[config.mk]
export PLATFORM = sky130hd
export DESIGN_NAME = player_sprite_engine
export DESIGN_NICKNAME = d
export VERILOG_FILES = /design/src/rtl/boxhead_sprite_pkg.sv /design/src/rtl/sprite_anim_ctrl.sv /design/src/rtl/player_sprite_engine.sv
export SDC_FILE = /design/constraint.sdc
export NUM_CORES = 1
export LEC_CHECK = 0
export ABC_AREA = 1
export ABC_CLOCK_PERIOD_IN_PS = 3400
export CAP_MARGIN = 0
export CORE_MARGIN = 3
export CORE_UTILIZATION = 51
export DETAILED_ROUTE_END_ITERATION = 7
export GPL_ROUTABILITY_DRIVEN = 0
export PLACE_DENSITY = 0.87
export SLEW_MARGIN = 20
export SYNTH_ARGS = -nofsm -noshare
export SYNTH_HDL_FRONTEND = slang
export SYNTH_HIERARCHICAL = 1
export SYNTH_SLANG_ARGS = --single-unit
[constraint.sdc]
create_clock -name Clk -period 3.4 [get_ports Clk]
set_input_delay 0.34 -clock Clk [delete_from_list [all_inputs] [get_ports Clk]]
set_output_delay 0.34 -clock Clk [all_outputs]
set_load 0.005 [all_outputs]
[src/rtl/boxhead_sprite_pkg.sv]
// rtl/boxhead_sprite_pkg.sv - shared types and constants for the player sprite engine
// Purpose: direction, animation and flash state encodings plus the transparent
// palette index, imported by player_sprite_engine and sprite_anim_ctrl.
// Ports: none (package).
package boxhead_sprite_pkg;

  typedef enum logic [1:0] {
    DIR_UP    = 2'd0,
    DIR_DOWN  = 2'd1,
    DIR_RIGHT = 2'd2,
    DIR_LEFT  = 2'd3
  } dir_t;

  typedef enum logic {
    IDLE = 1'b0,
    WALK = 1'b1
  } anim_state_t;

  typedef enum logic {
    NORMAL = 1'b0,
    FLASH  = 1'b1
  } flash_state_t;

  localparam logic [4:0] TRANSPARENT_IDX = 5'd0;

endpackage

[src/rtl/sprite_anim_ctrl.sv]
// rtl/sprite_anim_ctrl.sv - walk-animation and hit-flash FSMs stepped by the game-frame tick
// Purpose: advances the walk frame while moving and blinks the sprite after a hit.
// Ports:
//   Clk, Reset (async, active low)
//   game_frame_clk_rising_edge  one-cycle tick per game frame
//   is_moving, hit              player status inputs (hit is a one-cycle pulse)
//   anim_frame                  current walk frame
//   hidden                      sprite suppressed for this blink phase
module sprite_anim_ctrl
  import boxhead_sprite_pkg::*;
#(
  parameter int NUM_FRAMES  = 4,
  parameter int FRAME_HOLD  = 8,
  parameter int FLASH_TICKS = 16,
  localparam int FW = $clog2(NUM_FRAMES),
  localparam int HW = (FRAME_HOLD > 1) ? $clog2(FRAME_HOLD) : 1,
  localparam int CW = $clog2(FLASH_TICKS + 1)
) (
  input  logic          Clk,
  input  logic          Reset,
  input  logic          game_frame_clk_rising_edge,
  input  logic          is_moving,
  input  logic          hit,
  output logic [FW-1:0] anim_frame,
  output logic          hidden
);

  localparam logic [HW-1:0] HOLD_LAST  = HW'(FRAME_HOLD - 1);
  localparam logic [HW-1:0] HOLD_ONE   = HW'(1);
  localparam logic [FW-1:0] FRAME_ONE  = FW'(1);
  localparam logic [CW-1:0] FLASH_LOAD = CW'(FLASH_TICKS);
  localparam logic [CW-1:0] CNT_ONE    = CW'(1);
  localparam logic [CW-1:0] CNT_TWO    = CW'(2);

  anim_state_t  anim_state, anim_state_next;
  logic [HW-1:0] hold_cnt, hold_cnt_next;
  logic [FW-1:0] frame, frame_next;

  flash_state_t flash_state, flash_state_next;
  logic [CW-1:0] flash_cnt, flash_cnt_next;

  always_ff @(posedge Clk or negedge Reset) begin
    if (!Reset) begin
      anim_state  <= IDLE;
      hold_cnt    <= '0;
      frame       <= '0;
      flash_state <= NORMAL;
      flash_cnt   <= '0;
    end else begin
      anim_state  <= anim_state_next;
      hold_cnt    <= hold_cnt_next;
      frame       <= frame_next;
      flash_state <= flash_state_next;
      flash_cnt   <= flash_cnt_next;
    end
  end

  always_comb begin
    anim_state_next = anim_state;
    hold_cnt_next   = hold_cnt;
    frame_next      = frame;
    if (game_frame_clk_rising_edge) begin
      case (anim_state)
        IDLE: begin
          hold_cnt_next = '0;
          frame_next    = '0;
          if (is_moving) anim_state_next = WALK;
        end
        WALK: begin
          if (!is_moving) begin
            anim_state_next = IDLE;
            hold_cnt_next   = '0;
            frame_next      = '0;
          end else if (hold_cnt == HOLD_LAST) begin
            hold_cnt_next = '0;
            frame_next    = frame + FRAME_ONE;  // power-of-2 frame count wraps naturally
          end else begin
            hold_cnt_next = hold_cnt + HOLD_ONE;
          end
        end
        default: anim_state_next = IDLE;
      endcase
    end
  end

  // A hit always reloads the count and pre-empts a coincident tick.
  // The flash ends on the tick that would take the count down to 1.
  always_comb begin
    flash_state_next = flash_state;
    flash_cnt_next   = flash_cnt;
    if (hit) begin
      flash_state_next = FLASH;
      flash_cnt_next   = FLASH_LOAD;
    end else if (game_frame_clk_rising_edge && flash_state == FLASH) begin
      if (flash_cnt <= CNT_TWO) begin
        flash_state_next = NORMAL;
        flash_cnt_next   = '0;
      end else begin
        flash_cnt_next = flash_cnt - CNT_ONE;
      end
    end
  end

  assign anim_frame = frame;
  assign hidden     = (flash_state == FLASH) && flash_cnt[2];

endmodule

[src/rtl/player_sprite_engine.sv]
// rtl/player_sprite_engine.sv - player bounding-box test, sprite-ROM addressing and palette output
// Purpose: 3-stage free-running pixel pipeline feeding is_player/player_index to the colour mapper.
// Optional feature macro: PLAYER_MIRROR_EN (left-facing sprite drawn by mirroring the right rows).
// Ports:
//   Clk, Reset (async, active low), game_frame_clk_rising_edge (frame tick)
//   DrawX, DrawY          current pixel
//   player_x, player_y    sprite top-left corner
//   direction, is_moving, hit
//   rom_addr / rom_data   synchronous sprite ROM (data one Clk after address)
//   is_player, player_index, anim_frame
module player_sprite_engine
  import boxhead_sprite_pkg::*;
#(
  parameter int SPRITE_W    = 32,
  parameter int SPRITE_H    = 32,
  parameter int NUM_FRAMES  = 4,
  parameter int FRAME_HOLD  = 8,
  parameter int FLASH_TICKS = 16,
  parameter int ADDR_W      = 14,
  localparam int FW = $clog2(NUM_FRAMES)
) (
  input  logic              Clk,
  input  logic              Reset,
  input  logic              game_frame_clk_rising_edge,
  input  logic [9:0]        DrawX,
  input  logic [9:0]        DrawY,
  input  logic [9:0]        player_x,
  input  logic [9:0]        player_y,
  input  logic [1:0]        direction,
  input  logic              is_moving,
  input  logic              hit,
  output logic [ADDR_W-1:0] rom_addr,
  input  logic [4:0]        rom_data,
  output logic              is_player,
  output logic [4:0]        player_index,
  output logic [FW-1:0]     anim_frame
);

  localparam int XW = $clog2(SPRITE_W);
  localparam int YW = $clog2(SPRITE_H);

  logic          hidden;
  logic [9:0]    lx, ly;
  logic          in_box;
  logic [1:0]    addr_dir;
  logic [XW-1:0] addr_x;
  logic          in_box1, hidden1, in_box2, hidden2;

  sprite_anim_ctrl #(
    .NUM_FRAMES  (NUM_FRAMES),
    .FRAME_HOLD  (FRAME_HOLD),
    .FLASH_TICKS (FLASH_TICKS)
  ) u_anim_ctrl (
    .Clk                        (Clk),
    .Reset                      (Reset),
    .game_frame_clk_rising_edge (game_frame_clk_rising_edge),
    .is_moving                  (is_moving),
    .hit                        (hit),
    .anim_frame                 (anim_frame),
    .hidden                     (hidden)
  );

  // Unsigned wrap makes pixels left of / above the player look far away.
  always_comb begin
    lx       = DrawX - player_x;
    ly       = DrawY - player_y;
    in_box   = (lx < 10'(SPRITE_W)) && (ly < 10'(SPRITE_H));
    addr_dir = direction;
    addr_x   = lx[XW-1:0];
`ifdef PLAYER_MIRROR_EN
    if (direction == DIR_LEFT) begin
      addr_dir = DIR_RIGHT;
      addr_x   = XW'(SPRITE_W - 1) - lx[XW-1:0];
    end
`endif
  end

  always_ff @(posedge Clk or negedge Reset) begin
    if (!Reset) begin
      rom_addr     <= '0;
      in_box1      <= 1'b0;
      hidden1      <= 1'b0;
      in_box2      <= 1'b0;
      hidden2      <= 1'b0;
      is_player    <= 1'b0;
      player_index <= TRANSPARENT_IDX;
    end else begin
      rom_addr     <= {addr_dir, anim_frame, ly[YW-1:0], addr_x};
      in_box1      <= in_box;
      hidden1      <= hidden;
      // rom_data for the stage-1 address is registered by the ROM alongside this stage
      in_box2      <= in_box1;
      hidden2      <= hidden1;
      is_player    <= in_box2 && !hidden2;
      player_index <= (in_box2 && !hidden2) ? rom_data : TRANSPARENT_IDX;
    end
  end

endmodule

# Word-level counts from Yosys, hierarchy flattened
# Index checks and enable logic that the tools add are counted.
word_totals:
  in_bits: 52
  reg_bits: 36
  elab_cells: 46
classes:
  eq_ne: 2
  addsub: 5
  n_reduce_logical: 9
  magnitude_cmp: 3
  bitwise_logic: 1
  muxes: 14
ops:
  columns: ["cell", "count"]
  rows:
  - ["$lt 10x6->1 const B", 2]
  - ["$mux 5", 4]
  - ["$sub 10x10->10", 2]
  - ["$mux 3", 2]
  - ["$pmux 3 s2", 1]
  - ["$le 5x2->1 const B", 1]
  - ["$sub 5x1->5 const B", 1]
  - ["$logic_and 1x1->1", 4]
  - ["$mux 1", 4]
  - ["$mux 2", 2]
  - ["$pmux 2 s2", 1]
  - ["$reduce_and 2->1", 2]
  - ["$reduce_bool 2->1", 2]
  - ["$add 3x1->3 const B", 1]
  - ["$eq 3x3->1 const B", 1]
  - ["$ne 3x3->1 const B", 1]
  - ["$add 2x1->2 const B", 1]
  - ["$logic_not 1->1", 1]
  - ["$not 1->1", 1]

# Logic depth before layout (Yosys ltp)
depth:
  ltp_word: 4
  mapped_depth: 13

# Hierarchy
# Netlist, hierarchy kept.
by_module_without_submodules:
  columns: ["mod", "area_each_um2", "instances", "cells_per_inst"]
  rows:
  - ["player_sprite_engine", 1707.9, 1, 233]
  - ["sprite_anim_ctrl", 649.4, 1, 86]

# Worst setup path after synthesis
# OpenSTA, ideal clock, no wires.
synth_path:
  path_kind: "input -> register"
  startpoint: "input port DrawX[0]"
  endpoint: "register in_box1"
  required_time_ps: 3329
  t_arrival_ps: 1600
  setup_time_ps: 71
  setup_slack_ps: 1729
  path_stages: 12
  cell_sequence: "inv_1 ha_1 fa_1 inv_1 nand3_1 nand2_1 nand2_1 nand3_1 nand3_1 nor2_1 nand3_1 nor2_1"
synth_between:
  elab_chain_cells: 3
synth_lines:
  columns: ["item", "line_no", "source"]
  rows:
  - ["start: declaration", "player_sprite_engine.sv:25", "input logic [9:0] DrawX,"]
  - ["$sub 10x10->10", "player_sprite_engine.sv:65", "lx = DrawX - player_x;"]
  - ["$lt 10x6->1", "player_sprite_engine.sv:67", "in_box = (lx < 10'(SPRITE_W)) && (ly < 10'(SPRITE_H));"]
  - ["$logic_and 1x1->1", "player_sprite_engine.sv:67", null]
  - ["via in_box", "player_sprite_engine.sv:44", "logic in_box;"]
  - ["end signal: assignment", "player_sprite_engine.sv:89", "in_box1 <= in_box;"]
  - ["end: declaration", "player_sprite_engine.sv:47", "logic in_box1, hidden1, in_box2, hidden2;"]
# The timed path passes the listed nets, and every way through them passes these cells.
# A chain may end at the register's enable or synchronous reset.

# Final worst setup path
layout_path:
  startpoint: "input port DrawY[0]"
  endpoint: "register in_box1"
layout_between:
  elab_chain_cells: 3
layout_lines:
  columns: ["item", "line_no", "source"]
  rows:
  - ["start: declaration", "player_sprite_engine.sv:26", "input logic [9:0] DrawY,"]
  - ["$sub 10x10->10", "player_sprite_engine.sv:66", "ly = DrawY - player_y;"]
  - ["$lt 10x6->1", "player_sprite_engine.sv:67", null]
  - ["$logic_and 1x1->1", "player_sprite_engine.sv:67", null]
  - ["via in_box", "player_sprite_engine.sv:44", null]
# The timed path passes the listed nets, and every way through them passes these cells.

==> out/qor.log <==
INFO  route          wirelength=5177um
INFO  critical_path  crit_required=3.62ns
INFO  timing         timing_hold_violations_final=0
INFO  placed_design  place.port_buffers=73
INFO  route          via_count=2206
INFO  finish         fillerInstances=353
INFO  floorplanning  fp.coreArea=4414um2
INFO  flow_run       max_cap_violations=0
INFO  synth          seq_area_frac_synth=38.22%
INFO  critical_path  critical_path.reg2reg.endpoint=u_anim_ctrl/anim_frame[1]$_DFFE_PN0P_
INFO  cts            clock_sinks=36
INFO  global_route   grt_first_pass_wirelength=8625um
INFO  placed_design  post-dp-hpwl=4354um
INFO  finish         layout.cells.most_common_list=sky130_fd_sc_hd__nand2_1 (93), sky130_fd_sc_hd__inv_1 (73), sky130_fd_sc_hd__clkdlybuf4s50_1 (72)
INFO  finish         synthToLayoutAreaGrowth=37.63%
INFO  cts            resized_gates_after_cts=0
INFO  finish         multi_input_combinational_cell_area=1179um2
INFO  synth          synth_cells=319
INFO  floorplanning  die-area=5474um2
INFO  route          drt-initial-drc-count=120
INFO  timing         max-slew-margin-rel=50.24%
INFO  cts            path_clk_slew=0.06ns
INFO  global_route   grt_remaining_overflow=0
INFO  global_route   first_global_vias=2110
INFO  route          routed_via_density=4.891
INFO  synth          syn-cell-area=2357um2
INFO  cts            clk-insertion-delay-late=0.29ns
INFO  critical_path  reg2reg_slack=2.07ns
INFO  pwr            vdd.ir_drop.worst=159.2uV
INFO  timing         fmax=491.3MHz
INFO  critical_path  rr_worst_depth=4
INFO  finish         final_core_utilization=73.50%
INFO  global_route   grt_start_max_net_pins=37
INFO  floorplanning  floorplan.io_pins=74
INFO  route          antenna_violating_nets_post_route=0
INFO  pwr            static_power_due_to_leakage=1.776nW
INFO  timing         finalCriticalPeriod=2.035ns
INFO  global_route   number_of_antenna_violations_at_the_first_check_in_global_routing=0
INFO  timing         setup_tns=0ns
INFO  critical_path  endpoint_kind=register
INFO  finish         mostFrequentLayoutCell=sky130_fd_sc_hd__nand2_1
INFO  critical_path  worst_ep_arrival_time=2.26ns
INFO  cts            ctsHoldBuffers=0
INFO  finish         sequential_cell_area_in_the_final_layout=900.9um2
INFO  timing         rsz0062_at_grt=false
INFO  cts            tritoncts=built
INFO  global_route   groute.usage.overall=20.30%
INFO  cts            clk_path_buf_depth=2
INFO  route          post_drt_wl_per_cell=11.48um
INFO  synth          mappedNetlistNets=395
INFO  cts            clock_tree.htree_level_count=2
INFO  timing         final.setup_skew=0.004443ns
INFO  floorplanning  floorplan.initialDensity=53.40%
INFO  timing         worst-slew-pin-transition=0.7464ns
INFO  synth          syn-mean-instance-area=7.390um2
INFO  synth          synth_seq_cells=36
INFO  finish         layout-drive-gt1-share=5.514%
INFO  route          drc=0
INFO  critical_path  timing_worst_setup_path_type=input port to register
INFO  floorplanning  chip_width=73.99um
INFO  finish         layout.nets=475
INFO  pwr            power_per_cell_area=375.6nW/um2
INFO  finish         num_antenna_cells=0
INFO  synth          warnings_from_yosys=6
INFO  timing         post-route-period-util=59.86%
INFO  critical_path  cp_max_fo=2
INFO  min_path       timing.hold.worst.class=input port to asynchronous set/reset pin
INFO  floorplanning  floorplan_row_count=24
INFO  outcome        status=completed
INFO  critical_path  sort_of_element_at_the_start_of_the_critical_path=input port
INFO  route          drt-pass1-iter-count=4
INFO  critical_path  r2r_start=u_anim_ctrl/hold_cnt[0]$_DFFE_PN0P_
INFO  synth          yosys.cell_types.count=22
INFO  floorplanning  fp.dieH=73.99um
INFO  pwr            total_power=0.001219W
INFO  timing         timing_max_transition_violations_final=0
INFO  cts            number_of_buffers_created_by_cts=5
INFO  cts            cts-root-buf=sky130_fd_sc_hd__clkbuf_8
INFO  cts            postCtsSetupRepairBufs=0
INFO  timing         setup-violations-final=0
[report_power, final]
| part | internal (W) | switching (W) |
|---|---|---|
| Sequential | 0.000479 | 0.0000294 |
| Clock | 0.000180 | 0.000140 |
| Combinational | 0.000196 | 0.000194 |
[Yosys cell counts (all sizes together)]
cell type	count	area [um2]
a21oi	12	71.32
dfrtp	36	900.9
fa	2	40.04
ha	22	275.3
inv	74	277.8
nand2	100	392.9
nand3	23	125.1
nand3b	2	15.01
nand4	3	18.77
nor2	24	95.09
nor3	1	5.000
o21ai	10	53.80
o21bai	1	7.510
xnor2	2	17.52
xor2	7	61.31
[routing by layer]
layer	share of wire [%]	track usage, %
met5	0	0
met4	1.9	8.048
met3	6.1	3.649
met2	53	37.89
met1	38	22.66
[area by class of cell]
type                    instances  share of cell area (%)
multi-input cells             209                   36.33
repair buffers                 73                   22.37
inverters                      74                   8.562
flip-flops and latches         36                   27.77
well taps                      52                   2.005
clock buffers                   7                   2.970
[state kept, by name, indices dropped and copies added, names as in the netlist]
signal / cells
is_player: 1
hidden1: 1
rom_addr: 14
in_box1: 1
u_anim_ctrl/anim_state: 1
hidden2: 1
in_box2: 1
u_anim_ctrl/flash_state: 1
u_anim_ctrl/anim_frame: 2
player_index: 5
u_anim_ctrl/flash_cnt: 5
u_anim_ctrl/hold_cnt: 3
[how the worst max path moves through the flow]
stage	endpoint	from	depth (start not counted)	slack, ns
after floorplan	in_box1$_DFF_PN0_	DrawX[0]	12	1.73
after global placement	in_box1$_DFF_PN0_	DrawX[0]	13	1.18
after detailed placement	in_box1$_DFF_PN0_	DrawY[0]	13	1.07
after CTS	in_box1$_DFF_PN0_	DrawY[0]	13	1.36
after global routing	in_box1$_DFF_PN0_	DrawY[0]	13	1.18
final	in_box1$_DFF_PN0_	DrawY[0]	13	1.36
[cells by family (layout without fill, tap and decap cells)]
group                      Yosys count  after routing  synth area share [%]
AOI/OAI and AO/OA                   23             23                 5.626
and+or+nand+nor                    153            153                 27.65
DFF                                 36             36                 38.22
buffers and inverters               74            154                 11.78
xor gates and xnor gates             9              9                 3.344
adders and majority gates           24             24                 13.38
[worst max-delay path, stage by stage]
cell and delay (ns):
sky130_fd_sc_hd__clkdlybuf4s50_1 0.47, sky130_fd_sc_hd__inv_1 0.04, sky130_fd_sc_hd__ha_1 0.23, sky130_fd_sc_hd__fa_1 0.43, sky130_fd_sc_hd__inv_1 0.10, sky130_fd_sc_hd__nand2_1 0.06, sky130_fd_sc_hd__nand3_1 0.09, sky130_fd_sc_hd__nand2_1 0.08
sky130_fd_sc_hd__nand3_1 0.07, sky130_fd_sc_hd__nand2_1 0.05, sky130_fd_sc_hd__a21oi_1 0.11, sky130_fd_sc_hd__nand2_1 0.07, sky130_fd_sc_hd__nor2_1 0.10
[stage by stage]
stage	std cells	setup WS [ns]	hold slack [ns]	instance area [um2]
2_1_floorplan	319	1.729	0.04441	2357
3_3_place_gp	444	1.183	0.3327	3148
3_5_place_dp	444	1.068	0.3370	3148
4_1_cts	451	1.362	0.1407	3244
5_1_grt	451	1.177	0.1933	3244
6_report	451	1.365	0.1131	3244
No activity file was read; power rests on OpenSTA's default activity.
